File: config.mk
export PLATFORM = sky130hd
export DESIGN_NAME = hazard_scoreboard
export DESIGN_NICKNAME = d
export VERILOG_FILES = /design/src/rtl/hazard_scoreboard.sv
export SDC_FILE = /design/constraint.sdc
export NUM_CORES = 1
export LEC_CHECK = 0
export CAP_MARGIN = 0
export CORE_MARGIN = 2
export CORE_UTILIZATION = 50
export DETAILED_ROUTE_END_ITERATION = 10
export DONT_BUFFER_PORTS = 1
export PLACE_DENSITY_LB_ADDON = 0.1
export SLEW_MARGIN = 20
export SYNTH_ARGS = -nofsm -noshare
export SYNTH_HDL_FRONTEND = slang
export SYNTH_SLANG_ARGS = --single-unit
File: constraint.sdc
create_clock -name clk -period 11.4 [get_ports clk]
set_input_delay 2.28 -clock clk [delete_from_list [all_inputs] [get_ports clk]]
set_output_delay 2.28 -clock clk [all_outputs]
set_load 0.02 [all_outputs]
File: src/rtl/hazard_scoreboard.sv
// rtl/hazard_scoreboard.sv - countdown scoreboard that stalls ID on RAW/WAW hazards
module hazard_scoreboard #(
  parameter int REG_AW   = 5,
  parameter int NUM_SRC  = 2,
  parameter int ALU_LAT  = 1,
  parameter int LOAD_LAT = 2,
  parameter int CW       = $clog2(LOAD_LAT + 1)
) (
  input  logic                      clk,
  input  logic                      rst_n,
  input  logic                      id_valid,
  input  logic [NUM_SRC*REG_AW-1:0] id_src,
  input  logic [NUM_SRC-1:0]        id_src_used,
  input  logic                      id_branch,
  input  logic                      id_regwrite,
  input  logic                      id_memread,
  input  logic [REG_AW-1:0]         id_dst,
  input  logic                      flush,
  input  logic                      perf_clr,
  output logic                      pc_write,
  output logic                      ifid_write,
  output logic                      bubble,
  output logic [1:0]                stall_cause,
  output logic [31:0]               stall_count
);

  localparam int NREG = 1 << REG_AW;

  logic [CW-1:0]     r_cnt [NREG];
  logic [31:0]       r_stall_count;
  logic [REG_AW-1:0] w_src [NUM_SRC];
  logic [CW-1:0]     w_need;
  logic [CW-1:0]     w_new_lat;
  logic              w_raw;
  logic              w_waw;
  logic              w_stall;
  logic              w_issue;

  for (genvar g = 0; g < NUM_SRC; g++) begin : g_src
    assign w_src[g] = id_src[g*REG_AW +: REG_AW];
  end

  // A branch compares in ID and needs the value now; others read it one cycle later in EX.
  assign w_need    = id_branch ? '0 : CW'(1);
  assign w_new_lat = id_memread ? CW'(LOAD_LAT) : CW'(ALU_LAT);

  always_comb begin
    w_raw = 1'b0;
    for (int i = 0; i < NUM_SRC; i++) begin
      if (id_src_used[i] && (w_src[i] != '0) && (r_cnt[w_src[i]] > w_need)) begin
        w_raw = 1'b1;
      end
    end
  end

  assign w_waw   = id_regwrite && (id_dst != '0) && (r_cnt[id_dst] > w_new_lat);
  assign w_stall = id_valid && !flush && (w_raw || w_waw);
  assign w_issue = id_valid && !flush && !w_stall;

  assign pc_write    = !w_stall;
  assign ifid_write  = !w_stall;
  assign bubble      = w_stall;
  assign stall_count = r_stall_count;

  always_comb begin
    stall_cause = 2'd0;
    if (w_stall) begin
      if (w_raw && id_branch) stall_cause = 2'd2;
      else if (w_raw)         stall_cause = 2'd1;
      else                    stall_cause = 2'd3;
    end
  end

  // Entry 0 is cleared by reset and never written afterwards, so it always reads as zero.
  always_ff @(posedge clk or negedge rst_n) begin
    if (!rst_n) begin
      for (int r = 0; r < NREG; r++) r_cnt[r] <= '0;
    end else begin
      for (int r = 1; r < NREG; r++) begin
        if (w_issue && id_regwrite && (id_dst == REG_AW'(r))) r_cnt[r] <= w_new_lat;
        else if (r_cnt[r] != '0)                              r_cnt[r] <= r_cnt[r] - CW'(1);
      end
    end
  end

  always_ff @(posedge clk or negedge rst_n) begin
    if (!rst_n)                                        r_stall_count <= '0;
    else if (perf_clr)                                 r_stall_count <= '0;
    else if (w_stall && (r_stall_count != 32'hFFFF_FFFF)) r_stall_count <= r_stall_count + 32'd1;
  end

endmodule

* After elaboration in Yosys (flattened, before gate mapping)
Index checks and enable logic that the tools add are counted.
** Storage, ports and cells
- Register bits after elaboration :: 94
- Input port bits :: 25
- Output and inout bits :: 37
- Logic and storage cells :: 297
** Cells by class
- Add/subtract/negate cells :: 32
- $lt $le $gt $ge :: 6
- Eq/ne operators :: 32
- Mux-type cells :: 80
- Bitwise logic cells :: 3
- Reductions and logical operators :: 112
** Operators by type and width (count)
- $mux W2 :: 72
- $reduce_bool A2 Y1 :: 63
- $eq A5 B5 Y1 const B :: 16
- $mux W32 :: 2
- $sub A2 B1 Y2 const B :: 31
- $logic_and A1 B1 Y1 :: 43
- $eq A5 B4 Y1 const B :: 8
- $add A32 B1 Y32 const B :: 1
- $ne A32 B32 Y1 const B :: 1
- $bmux W2 S5 :: 3
- $eq A5 B3 Y1 const B :: 4
- $ge A6 B6 Y1 const B :: 3
- $not A5 Y6 :: 3
- $reduce_bool A5 Y1 :: 3
- $eq A5 B2 Y1 const B :: 2
- $eq A5 B1 Y1 const B :: 1
- $gt A2 B1 Y1 :: 2
- $mux W1 :: 3
- $gt A2 B2 Y1 :: 1
- $logic_not A1 Y1 :: 2
- $logic_or A1 B1 Y1 :: 1

* Logic depth before layout (Yosys ltp)
Gate-level depths: netlist of the first run.
- Depth in word-level cells :: 15
- Gate-level depth with buffers :: 18
- Depth with buffers taken out :: 14

* Least setup slack after synthesis of the first run
OpenSTA, ideal clock, no wires.
- Path type :: input -> output
- Start :: input port id_src[1]
- End :: output port stall_cause[0]
- Arrival :: 5.638 ns
- Required time :: 9.120 ns
- Slack :: 3.482 ns
- Cell stages on the path :: 14
- Buffers on the path :: 5
- Path through :: buf_6 buf_2 buf_1 mux4_2 mux4_2 mux2i_1 ha_1 o21bai_1 a31o_2 a31oi_2 nand3_2 buf_6 buf_6 a21oi_1
** On the way
- Word-level cells in the longest chain between the ends :: 11
- Elaborated cells between the ends (all ways) :: 15
- Classes of those cells :: order compare: 1; mux: 7; bitwise: 1; reduce/logical: 6
** RTL lines
- from (decl) :: line 12 : input logic [NUM_SRC*REG_AW-1:0] id_src,
- $not A5 Y6 (not written as such) :: line 50 : if (id_src_used[i] && (w_src[i] != '0) && (r_cnt[w_src[i]] > w_need)) begin
- $bmux W2 S5 :: line 50
- $mux W2 (not written as such) (2 in a row) :: line 50
- $gt A2 B1 Y1 :: line 50
- $logic_and A1 B1 Y1 (*) :: line 50
- $mux W1 (*) (2 in a row) :: line 50
- $logic_and A1 B1 Y1 / $logic_or A1 B1 Y1 (equally long branches) :: line 68, 57
- $mux W2 / $logic_and A1 B1 Y1 (equally long branches) :: line 68, 57
- $mux W2 (*) :: line 67 : if (w_stall) begin
- to (decl) :: line 23 : output logic [1:0] stall_cause,
Mark *: on every way between the ends. The rest lies on a longest branch, timed or not. The select of a mux whose other input is x is not followed.

* Worst setup path after layout of the first run
- Start :: input port id_dst[1]
- End :: output port stall_cause[1]
** On the way
- Word-level cells in the longest chain between the ends :: 9
- Elaborated cells between the ends (all ways) :: 11
- Classes of those cells :: order compare: 1; mux: 4; bitwise: 1; reduce/logical: 5
** RTL lines
- from (decl) :: line 17 : input logic [REG_AW-1:0] id_dst,
- $not A5 Y6 (not written as such) :: line 56 : assign w_waw = id_regwrite && (id_dst != '0) && (r_cnt[id_dst] > w_new_lat);
- $bmux W2 S5 :: line 56
- $mux W2 (not written as such) (2 in a row) :: line 56
- $gt A2 B2 Y1 :: line 56
- $logic_and A1 B1 Y1 (*) :: line 56
- $logic_or A1 B1 Y1 (*) :: line 57 : assign w_stall = id_valid && !flush && (w_raw || w_waw);
- $logic_and A1 B1 Y1 (*) :: line 57
- $mux W2 (*) :: line 67
Marked as above.

==> results by stage, run 1 <==
Detailed routing:
- The count of unresolved DRC violations after routing is 0.
- The total via count in the routed design is 5695.
- The detailed router finished its first iteration with 438 violations.
- In the routed layout, each cell is associated on average with a via count of 6.52.
- The final routed wire length divided by cell count is 21.9 microns.
- The detail route stage leaves a number of antenna-violating nets equal to 0.
- The wire length reported by the detailed router is 19100 microns.
- The first detailed-routing pass ran for 5 iterations.

Global routing:
- For this run, global-route usage on met2 was measured as 42.0%.
- The layer flagged by global routing as most heavily used is met2.
- Global routing used 24.7% of the available tracks across all layers.
- Entering global routing, the biggest net connects 95 pins.
- The via count of the first global-routing pass is 5817.
- The met1 demand-to-capacity share in global routing is 30.2%.
- The number of antenna violations at the first check in global routing is 0.
- The first global-routing pass estimated 31000 microns of wire.
- The fraction of met3 tracks used by global routing is 6.41%.
- For this run the aggregate overflow at the end of global routing stands at 0.

Timing:
- In the final timing run, aggregate negative setup slack is 0 ns.
- The fmax is 130 MHz.
- Counting I/O delays and the setup requirement, the final critical path takes 7.71 ns.
- The slew of the pin with the lowest slew margin is 0.943 ns.
- On the final layout, the worst clock skew is 0.00884 ns.
- The count of endpoints failing setup in the final report is 0.
- The normalized max-slew margin is 37.1%.
- The final max-slew violation count is 0.
- Setup repair after global routing left no endpoint under its margin.
- Setup slack on the critical path of the routed design comes to 3.69 ns.
- The ratio of final minimum period to clock period is 67.6%.
- The hold violation count in the final report is 0.

Synth:
- The number of nets handed over by synthesis was 782.
- Summing the areas of all fa, ha and maj instances in the mapped netlist gives 6.03% of the synthesized area.
- The distinct cell type count after synthesis is 55.
- The average instance in the mapped netlist occupies 10.4 sq um.
- The synthesized area is 0.00746 sq mm.
- dfrtp_1 takes more of the synthesized area than any other cell.
- The synthesized netlist devotes 15.6% of its cell area to simple gates.
- After synthesis, the largest family of logic cells by area is multiplexers.
- Counting flops and latches in the post-synthesis netlist gives 94.
- The most used flip-flop cell after synthesis is dfrtp_1.
- In this run the biggest area consumer among cell types represents 31.5% of the synthesized area.
- The number of instances in the synthesized netlist is 721.
- The complex-gate fraction of the synthesized area is 8.77%.
- Summing the areas of all xor and xnor instances in the mapped netlist gives 3.64% of the synthesized area.
- The yosys synthesis warning count is 2.
- By area the synthesized netlist is led by dfrtp_1, mux4_2, mux2i_1.
- The share of synthesized registers carrying an async set or reset is 100%.
- The share of synthesized area spent on multiplexers is 28.1%.
- Yosys mapped a number of flops with a built-in enable equal to 0.
- The sequential element share of the synthesized area is 31.5%.

Place:
- The HPWL after detailed placement is 13600 microns.
- The setup slack at placement is 3.68 ns.
- Input and output buffers added on the ports amount to 0.
- The congestion estimate from routability-driven global placement came to 0.882.

Critical path:
- The critical setup path kind is input pin to output port.
- The critical path capture point is stall_cause[1].
- The endpoint identified for the worst register-to-register timing path is r_cnt[21].
- The critical path startpoint category is an input pin.
- Tracing the worst setup path back leads to its startpoint at id_dst[1].
- The register-to-register setup slack is 7.20 ns.
- The data arrival time at the worst-slack endpoint is 5.43 ns.
- For the worst flop-to-flop path, the logic depth is 10.
- The maximum fanout encountered on the critical timing path is 28.
- In this run the critical register-to-register path is launched from r_cnt[35].
- The endpoint kind of the worst setup timing path is an output port.
- STA puts the critical path data required time at 9.12 ns.

Clocking:
- The clock reaches the later pin of the worst-skew pair after 0.35 ns.
- The clock drives 94 sinks.
- The buffers inserted during post-CTS setup optimization is 0.
- After clock tree synthesis, the clock-pin slew on the worst setup and hold paths is 0.07 ns.
- The quantity of hold-fixing buffers added after cts is 0.
- Clock tree synthesis inserted a total of 9 buffers.
- TritonCTS built the clock tree.
- In this run the deepest clock path goes through 2 buffers.
- The H-tree was split into 3 levels.
- The buffer cell driving the clock tree root is clkbuf_16.
- The count of cells resized by post-cts repair is 0.

Final layout:
- The share of the core filled with cells is 53.3%.
- The area growth from synthesis to layout is 3.70%.
- The number of nets at the end of the flow is 747.
- The diode insertion count for antenna repair is 0.
- The share of final-layout standard cells stronger than drive strength 1 is 15.2%.

Power:
- Cell internal power was estimated by the tool at 1100 uW.
- The total power after layout is 1810 uW.
- The net switching component of the power is 710 uW.
- The peak supply drop is 0.122 mV.
- Per report_power, the clock group accounts for 15.3% of the total.
- The combinational fraction of design power is 49.5%.
- Net switching is 39.2% of the power.
- The leakage power is 0.00332 uW.
- Registers are responsible for 35.2% of the overall power.
- The power density relative to cell area is 234 mW/mm^2.

Floorplanning:
- Pin placement for this block handled 62 I/O pins.
- The area enclosed by the die boundary is 0.0159 sq mm.
- In this run the horizontal extent of the chip is 126 microns.
- The initial core utilization is 51.4%.
- After floorplanning, the core was divided into 44 placement rows.
- The area of the core is 0.0145 sq mm.
- The height of the chip is 126 microns.

Outcome:
- The run finished with clean final reports.

Worst hold path:
- The worst hold path belongs to the class flip-flop to flip-flop.
- The number of stages on the worst hold path is 2.

Flow run:
- The count of max-cap constraint violations is 0.
-- per-stage QoR --
stage	area (sq um)	hold slack, ns	std cells
global placement	7480	0.571	859
floorplan	7460	0.549	721
detailed placement	7480	0.582	859
CTS	7740	0.618	873
global route	7740	0.650	873
finish	7740	0.617	873
-- critical path, cell delays in order --
cell and delay [ns]:
mux4_2 0.49, mux4_2 0.48, mux2_2 0.28, ha_1 0.28, nor2b_1 0.11, o21ai_0 0.12
a21oi_1 0.14, nand2_1 0.11, nand4_4 0.17, nand2_1 0.41, a21oi_1 0.54
-- power by group through the flow --
stage / Combinational (uW) / Sequential (uW) / Clock, uW
after floorplan: 785 / 563 / 0
after global placement: 831 / 629 / 0
after detailed placement: 901 / 636 / 0
after CTS: 905 / 631 / 283
after global routing: 1010 / 652 / 295
final: 896 / 638 / 277
-- worst min-delay path by stage --
stage / end / from / slack (ns)
3_5_place_dp: r_cnt[61] / r_cnt[61] / 0.58
3_3_place_gp: r_cnt[60] / r_cnt[60] / 0.57
5_1_grt: r_cnt[61] / r_cnt[61] / 0.65
6_report: r_cnt[61] / r_cnt[61] / 0.62
2_1_floorplan: r_cnt[60] / r_cnt[60] / 0.55
4_1_cts: r_cnt[61] / r_cnt[61] / 0.62
-- area by class of cell --
cell class | count | area, sq um
clock buffer | 12 | 246
clock inverter | 2 | 10.0
fill | 1308 | 6790
inverter | 69 | 259
multi-input combinational | 511 | 4640
sequential | 94 | 2350
tap | 184 | 230
timing repair buffer | 1 | 7.51
-- metal layers --
layer / vias to the layer above / wire length [microns]
met2: 177 / 9570
met1: 2887 / 7780
met4: 0 / 444
li1: 2603 / -
met5: - / 0
met3: 28 / 1280
-- Yosys cell counts (6+ instances only) --
cell,count
nor3_1,20
mux4_2,46
xor2_1,31
nor2b_1,14
mux2_4,9
clkbuf_1,28
nand3_1,22
or3_1,6
buf_2,9
nand2_1,39
dfrtp_1,94
a21oi_1,43
mux2i_1,69
o21ai_0,8
or4_1,25
ha_1,36
mux2_2,19
o31ai_1,25
nor2_1,28
inv_1,69
nand4_1,9
-- cells in the final DEF, fill, tap and decap left out, drive strengths merged, types with 2 or more instances in the layout --
master and count:
dfrtp 94, inv 69, mux2i 69, mux4 46, a21oi 43, nand2 39, ha 36, xor2 31
mux2 30, nor2 28, or4 28, o31ai 25, nand3 23, nor3 20, nor2b 14, clkbuf 12
nand4 10, o21ai 8, or3 8, nand2b 5, and4 5, and3 5, o2111ai 3, o211ai 3
nand3b 3, nand4b 3, or3b 3, a221oi 3, a31oi 3, and2 3, a22o 2, a31o 2
clkinv 2, nor4 2
-- registers in the layout, indices dropped and copies added (netlist names) --
name,count
stall_count,32
r_cnt,62
-- kinds of logic after synthesis --
kind of cell | after synthesis
multiplexers | 145
XOR/XNOR | 31
adder cells (fa/ha/maj) | 36
AND/OR/NAND/NOR | 201
buffers and inverters | 116
flip-flops | 94
AO/OA/AOI/OAI | 98
(Power assumes the default switching activity.)
==> run 2: changes to the inputs <==
- ABC_AREA: unset -> 1
- clock period: 11.4 -> 6.7 ns (I/O delays scaled with it)
==> results by stage, run 2 <==
Floorplanning:
- The number of ports placed on the die boundary is 62 (unchanged).
- The area enclosed by the die boundary was 0.0179 sq mm (was 0.0159 sq mm).
- The height of the chip came to 134 microns (was 126 microns).
- The cell row count was 47 (was 44).
- The die boundary width came to 134 microns (was 126 microns).
- The initial core utilization is 50.8% (was 51.4%).
- The area of the core is 0.0165 sq mm (was 0.0145 sq mm).

Critical path:
- The required time of the critical path is 5.36 ns (was 9.12 ns).
- The data arrival time at the worst-slack endpoint is 4.80 ns (was 5.43 ns).
- CP cell instances: inv_1, nor2_1, clkinv_1, nor2_1, inv_1, o21ai_0, a211oi_1, nand4_1, o21ai_0, ha_1, a21oi_1, inv_1, nor3_1, inv_1, nand3_4, nand2_1, a21oi_1 (was mux4_2, mux4_2, mux2_2, ha_1, nor2b_1, o21ai_0, a21oi_1, nand2_1, nand4_4, nand2_1, a21oi_1).
- The critical path startpoint category is an input pin (unchanged).
- The endpoint kind of the worst setup timing path is an output port (unchanged).
- The cell with the biggest individual delay on the critical path is a21oi_1 (unchanged).
- The maximum fanout encountered on the critical timing path is 12 (was 28).
- The critical setup path kind is input pin to output port (unchanged).
- The longest individual stage delay on the worst path is 0.51 ns (was 0.54 ns).
- The buffers plus inverters on the worst setup path is 5 (was 0).
- Among the stages of the critical path, the cell type that occurs most often is inv_1.
- The cell class contributing the biggest share of worst-path delay is simple AND/OR/NAND/NOR gates (was multiplexers).

Power:
- The power density relative to cell area is 367 mW/mm^2 (was 234 mW/mm^2).
- The leakage power is 0.00431 uW (was 0.00332 uW).
- The peak supply drop is 0.138 mV (was 0.122 mV).

Outcome:
- Outcome: completed (unchanged).

Synth:
- The largest area contributor in the netlist is dfrtp_1 (unchanged).
- The yosys synthesis warning count is 2 (unchanged).
- The most instantiated library cell after synthesis is nand2_1 (was dfrtp_1).
- The share of synthesized registers carrying an async set or reset is 100% (unchanged).
- The top cell type's share of synthesized area is 28.0% (was 31.5%).
- The synthesized area per cell is 6.55 sq um (was 10.4 sq um).
- The sequential element share of the synthesized area was 28.0% (was 31.5%).
- The most used flip-flop cell after synthesis is dfrtp_1 (unchanged).
- The distinct cell type count after synthesis is 40 (was 55).
- The number of instances in the synthesized netlist was 1283 (was 721).
- The count of flip-flops with a built-in enable after synthesis came to 0 (unchanged).
- The synthesized area is 0.00840 sq mm (was 0.00746 sq mm).
- The number of flip-flops and latches in the synthesized netlist is 94 (unchanged).
- Top cells by area in the synthesized netlist: dfrtp_1, nand2_1, inv_1 (was dfrtp_1, mux4_2, mux2i_1).
- The net count after synthesis is 1344 (was 782).
- Synth cell count leaders: nand2_1, inv_1, nand3_1 (was dfrtp_1, inv_1, mux2i_1).

Flow run:
- The count of max-cap constraint violations is 0 (unchanged).

Timing:
- The clock period could shrink to 6.14 ns.
- The hold violation count in the final report was 0 (unchanged).
- The ratio of final minimum period to clock period is 91.6%.
- Unrepaired setup endpoints after global routing: false (unchanged).
- The fmax is 163 MHz.
- The final max-slew violation count is 0 (unchanged).
- The count of endpoints failing setup in the final report is 0 (unchanged).
- The clock skew is 0.00744 ns (was 0.00884 ns).
- The normalized max-slew margin is 36.5% (was 37.1%).
- The worst hold slack is 0.591 ns (was 0.617 ns).
- The total negative setup slack was 0 ns (unchanged).
- The slew of the pin with the lowest slew margin came to 0.950 ns (was 0.943 ns).

Global routing:
- The fraction of met3 tracks used by global routing is 6.43% (was 6.41%).
- The met1 demand-to-capacity share in global routing is 38.9% (was 30.2%).
- The global router's overall resource usage came to 30.2% (was 24.7%).
- The via count of the first global-routing pass is 7872 (was 5817).
- The busiest layer in global routing is met2 (unchanged).
- The pin count of the biggest net entering global routing was 95 (unchanged).
- The global-route wire length before repair was 42200 microns (was 31000 microns).
- The global routing usage on met2 is 49.9% (was 42.0%).
- The global-route congestion overflow total is 0 (unchanged).
- The number of antenna violations at the first check in global routing is 0 (unchanged).

Detailed routing:
- The wire length reported by the detailed router is 26400 microns (was 19100 microns).
- The initial detailed-routing violation count came to 752 (was 438).
- The total via count in the routed design was 8309 (was 5695).
- The number of iterations in the first detailed-routing pass is 5 (unchanged).
- The detailed-route vias per instance is 5.68 (was 6.52).
- The remaining number of nets flagged by the antenna check after routing came to 0 (unchanged).
- The final routed wire length divided by cell count is 18.0 microns (was 21.9 microns).
- The count of unresolved DRC violations after routing was 0 (unchanged).

Final layout:
- Most frequent cells in the layout: nand2_1, inv_1, nand3_1 (was dfrtp_1, inv_1, mux2i_1).
- The register ranked first by flip-flop count is r_cnt (unchanged).
- The summed area of non-filler cells in the final layout is 0.00871 sq mm (was 0.00774 sq mm).
- The area overhead of the layout relative to synthesis was 3.69% (was 3.70%).
- The share of final-layout standard cells stronger than drive strength 1 is 5.64% (was 15.2%).
- The number of nets at the end of the flow is 1298 (was 747).
- The most common cell after layout, fill and taps aside is nand2_1 (was dfrtp_1).
- The flip-flop count of the largest register, all copies and words added is 62 (unchanged).
- The diode insertion count for antenna repair is 0 (unchanged).

Clocking:
- The clock-pin transition on the worst setup and hold timing paths is 0.07 ns (about the same).
- The latest clock arrival within the worst-skew pair is 0.35 ns (about the same).
- The number of H-tree levels is 3 (unchanged).
- The maximum clock insertion buffer count is 2 (unchanged).
- The clock tree from TritonCTS is yes (unchanged).
- The quantity of hold-fixing buffers added after cts is 0 (unchanged).
- The CTS buffer count is 9 (unchanged).
- The count of cells resized by post-cts repair is 0 (unchanged).
- The buffers inserted during post-CTS setup optimization is 0 (unchanged).
- The buffer cell driving the clock tree root was clkbuf_16 (unchanged).
- The number of clock sinks seen by CTS is 94 (unchanged).

Place:
- The number of buffers inserted by port buffering is 0 (unchanged).
- The global placement routability congestion is 0.990 (was 0.882).
- The area after detailed placement was 0.00840 sq mm (was 0.00748 sq mm).
- The sum of net half-perimeters after detailed placement is 18700 microns (was 13600 microns).

Worst hold path:
- The kind of path behind the tightest hold check is flip-flop to flip-flop (unchanged).
run 2: changes by cell type in the layout (fill, tap and decap cells not counted), moves of 50 or more:
cell | before | now
inv_1 | 69 | 181
nand4_1 | 9 | 59
mux2i_1 | 69 | 0
nand2_1 | 39 | 335
nor2_1 | 28 | 113
nand3_1 | 22 | 133
run 2: final cells by class:
class	count	area, sq um
Timing Repair Buffer	9	80.1
Fill cell	1687	7820
Inverter	189	709
Multi-Input combinational cell	934	4990
Tap cell	220	275
Clock buffer	9	225
Clock inverter	7	80.1
Sequential cell	94	2350
run 2: per-layer routing:
layer	share of wire (%)	wire length, microns	vias up
li1	-	-	4067
met1	41	10900	3842
met2	47	12500	346
met3	7.9	2090	54
met4	3.3	859	0
met5	0	0	-
run 2: worst paths after layout:
path / end / cells past startpoint / from / slack [ns]
setup / recovery: stall_cause[0] / 17 / id_dst[0] / 0.56
hold / removal: r_cnt[0] / 4 / r_cnt[0] / 0.59
setup reg to reg: stall_count[3] / 18 / r_cnt[1] / 2.97
hold reg to reg: r_cnt[0] / 4 / r_cnt[0] / 0.59
max in group asynchronous: r_cnt[38] / 0 / rst_n / 5.88
min in group asynchronous: r_cnt[20] / 0 / rst_n / 0.67
run 2: power by group:
part           switching [uW]  total [uW]  internal (uW)
Clock                     255         550            295
Combinational             929        1650            717
Sequential                208         997            789
Total                    1390        3190           1800
run 2: kinds of logic after synthesis:
family	count (synthesis)	synth area share, %
AND/OR/NAND/NOR	673	34.9
buffers and inverters	255	12.6
AO/OA/AOI/OAI	135	8.83
flip-flops	94	28.0
XOR/XNOR	59	6.15
adder cells (fa/ha/maj)	36	5.36
multiplexers	31	4.16
run 2: worst register-to-register path, cell delays in order (launching register included):
cell and delay (ns):
dfrtp_1 0.42, inv_1 0.12, o22ai_1 0.10, o21ai_0 0.30, nand4_1 0.14, nor2_1 0.12, a41oi_1 0.07, ha_1 0.33
a21oi_1 0.15, inv_1 0.05, nor3_1 0.29, inv_1 0.13, nand3_4 0.12, nand3_2 0.06, buf_4 0.27, nand2_1 0.55
buf_4 0.33, nand2_1 0.08, nand2_1 0.06
run 2: per-stage QoR:
stage               utilization (%)  worst slack [ns]  std cells  total power, uW
floorplan                         -              1.46       1283             2290
global placement               50.9             0.768       1446             2610
detailed placement             50.9             0.643       1446             2640
CTS                            52.7             0.632       1462             3200
global route                   52.7             0.191       1462             3510
finish                         52.7             0.562       1462             3190
==> run 3: changes to the inputs <==
- PLACE_DENSITY: unset -> 0.75
- PLACE_DENSITY_LB_ADDON: 0.1 -> unset
==> results by stage, run 3 (synthesized netlist as in run 2, its figures left out) <==
Outcome:
- Outcome: completed (unchanged).

Clocking:
- The count of cells resized by post-cts repair is 0 (unchanged).
- The clock tree from TritonCTS is yes (unchanged).
- The buffer cell driving the clock tree root is clkbuf_16 (unchanged).
- The buffers inserted during post-CTS setup optimization is 0 (unchanged).
- The clock-pin transition on the worst setup and hold timing paths is 0.07 ns (about the same).
- The number of H-tree levels is 3 (unchanged).
- The maximum clock insertion buffer count was 2 (unchanged).
- The quantity of hold-fixing buffers added after cts is 0 (unchanged).
- The latest clock arrival within the worst-skew pair is 0.36 ns (was 0.35 ns).
- The CTS buffer count was 9 (unchanged).
- The number of clock sinks seen by CTS was 94 (unchanged).

Final layout:
- Most frequent cells in the layout: nand2_1, inv_1, nand3_1 (unchanged).
- The filler cell count in the final layout is 1600 (was 1687).
- The number of nets at the end of the flow is 1296 (was 1298).
- The most common cell after layout, fill and taps aside was nand2_1 (unchanged).
- The area taken by flip-flops and latches is 0.00235 sq mm (unchanged).
- The multi-input combinational cell area is 0.00499 sq mm (about the same).
- The area overhead of the layout relative to synthesis is 3.41% (was 3.69%).
- The share of the core filled with cells was 52.6% (was 52.7%).
- The share of final-layout standard cells stronger than drive strength 1 was 5.48% (was 5.64%).
- The diode insertion count for antenna repair is 0 (unchanged).
- The flip-flop count of the largest register, all copies and words added is 62 (unchanged).
- The register ranked first by flip-flop count is r_cnt (unchanged).

Critical path:
- The data arrival time at the worst-slack endpoint was 4.86 ns (was 4.80 ns).
- The cell count along the critical path is 17 (unchanged).
- The critical setup path kind is input pin to output port (unchanged).
- The critical path startpoint category was an input pin (unchanged).
- The register-to-register setup slack is 2.85 ns (was 2.97 ns).
- The longest individual stage delay on the worst path came to 0.51 ns (about the same).
- The required time of the critical path is 5.36 ns (about the same).
- CP cell instances: inv_1, nor2_1, clkinv_1, nor2_1, inv_1, o21ai_0, a211oi_1, nand4_1, o21ai_0, ha_1, a21oi_1, inv_1, nor3_1, inv_1, nand3_4, nand2_1, a21oi_1 (unchanged).
- The critical path capture point was stall_cause[1] (was stall_cause[0]).
- The logic depth of the worst register-to-register path came to 17 (was 18).
- The cell with the biggest individual delay on the critical path is a21oi_1 (unchanged).
- The source of the critical timing path is id_dst[0] (unchanged).
- The end of the worst register-to-register path is stall_count[29] (was stall_count[3]).
- The cell class contributing the biggest share of worst-path delay is simple AND/OR/NAND/NOR gates (unchanged).
- The maximum fanout encountered on the critical timing path was 10 (was 12).
- The most used cell along the critical path is inv_1 (unchanged).
- The endpoint kind of the worst setup timing path is an output port (unchanged).
- The start of the worst register-to-register path is r_cnt[9] (was r_cnt[1]).
- The buffers plus inverters on the worst setup path is 5 (unchanged).

Timing:
- Unrepaired setup endpoints after global routing: false (unchanged).
- The hold violation count in the final report came to 0 (unchanged).
- The final max-slew violation count was 0 (unchanged).
- The fmax was 161 MHz (was 163 MHz).
- The ratio of final minimum period to clock period is 92.5% (was 91.6%).
- The slew of the pin with the lowest slew margin is 1.02 ns (was 0.950 ns).
- The clock skew was 0.0119 ns (was 0.00744 ns).
- The clock period minus final worst setup slack is 6.20 ns (was 6.14 ns).
- The count of endpoints failing setup in the final report is 0 (unchanged).
- The total negative setup slack is 0 ns (unchanged).
- The normalized max-slew margin was 31.9% (was 36.5%).

Floorplanning:
- The number of ports placed on the die boundary is 62 (unchanged).
- The area of the core is 0.0165 sq mm (unchanged).
- The initial core utilization is 50.8% (unchanged).
- The height of the chip came to 134 microns (unchanged).
- The cell row count is 47 (unchanged).
- The area enclosed by the die boundary is 0.0179 sq mm (unchanged).
- The die boundary width is 134 microns (unchanged).

Power:
- The power density relative to cell area is 367 mW/mm^2 (about the same).
- The total power after layout is 3190 uW (about the same).
- The leakage power was 0.00430 uW (was 0.00431 uW).
- The peak supply drop came to 0.148 mV (was 0.138 mV).

Global routing:
- The global-route wire length before repair came to 41300 microns (was 42200 microns).
- The global-route congestion overflow total was 0 (unchanged).
- The global router's overall resource usage is 29.2% (was 30.2%).
- The number of antenna violations at the first check in global routing is 0 (unchanged).
- The pin count of the biggest net entering global routing is 95 (unchanged).
- The via count of the first global-routing pass was 7948 (was 7872).

Place:
- The number of buffers inserted by port buffering was 0 (unchanged).
- The sum of net half-perimeters after detailed placement is 17800 microns (was 18700 microns).
- The global placement routability congestion was 0.965 (was 0.990).

Detailed routing:
- The final routed wire length divided by cell count was 17.5 microns (was 18.0 microns).
- The wire length reported by the detailed router is 25600 microns (was 26400 microns).
- The count of unresolved DRC violations after routing is 0 (unchanged).
- The detailed-route vias per instance is 5.76 (was 5.68).
- The total via count in the routed design is 8410 (was 8309).
- The initial detailed-routing violation count came to 899 (was 752).
- The number of iterations in the first detailed-routing pass came to 5 (unchanged).
- The remaining number of nets flagged by the antenna check after routing is 0 (unchanged).

Worst hold path:
- The kind of path behind the tightest hold check is flip-flop to flip-flop (unchanged).

Flow run:
- The count of max-cap constraint violations is 0 (unchanged).
-- run 3: cell count changes in the layout (fill, tap and decap cells not counted) --
cell and delta:
clkinv_8 +2, buf_12 -1, buf_4 -1, bufinv_16 -1, clkinv_2 -1, clkinv_4 +1
clkinvlp_4 -1, nor2_2 -1, nor2_4 +1
-- run 3: metrics by stage --
stage	instance area [sq um]	hold slack, ns	setup slack, ns	instances
floorplan	8400	0.553	1.46	1283
global placement	8380	0.576	0.835	1444
detailed placement	8380	0.572	0.770	1444
CTS	8680	0.594	0.757	1460
global route	8690	0.637	0.110	1460
finish	8690	0.592	0.504	1460
-- run 3: per-layer routing --
layer / vias up / part of all wire (%) / GRT usage (%)
met3: 51 / 7.8 / 5.86
met1: 3933 / 44 / 37.9
met2: 364 / 46 / 48.7
met5: - / 0 / 0
li1: 4062 / - / -
met4: 0 / 2.5 / 9.69
-- run 3: tightest hold or removal path: stages (launching register included) --
cell	delay [ns]
dfrtp_1	0.36
xor2_1	0.07
nand2_1	0.06
nand2_1	0.04
inv_1	0.04
-- run 3: layout make-up --
cell class              instances  area share (%)
clock inverters                 7           0.908
flip-flops and latches         94            27.1
inverters                     189            8.17
clock buffers                   9            2.59
well taps                     220            3.17
repair buffers                  7           0.605
multi-input cells             934            57.5
-- run 3: worst min path at each step --
| stage | from | to | slack [ns] | cells past startpoint |
|---|---|---|---|---|
| floorplan | r_cnt[50] | r_cnt[50] | 0.55 | 4 |
| global placement | r_cnt[50] | r_cnt[50] | 0.58 | 4 |
| detailed placement | r_cnt[0] | r_cnt[0] | 0.57 | 4 |
| CTS | r_cnt[0] | r_cnt[0] | 0.59 | 4 |
| global route | r_cnt[0] | r_cnt[0] | 0.64 | 4 |
| finish | r_cnt[0] | r_cnt[0] | 0.59 | 4 |
-- run 3: power breakdown --
| part | switching [uW] | total [uW] | internal, uW |
|---|---|---|---|
| Combinational | 940 | 1660 | 716 |
| Sequential | 213 | 1000 | 789 |
| Clock | 267 | 532 | 265 |
| Total | 1420 | 3190 | 1770 |
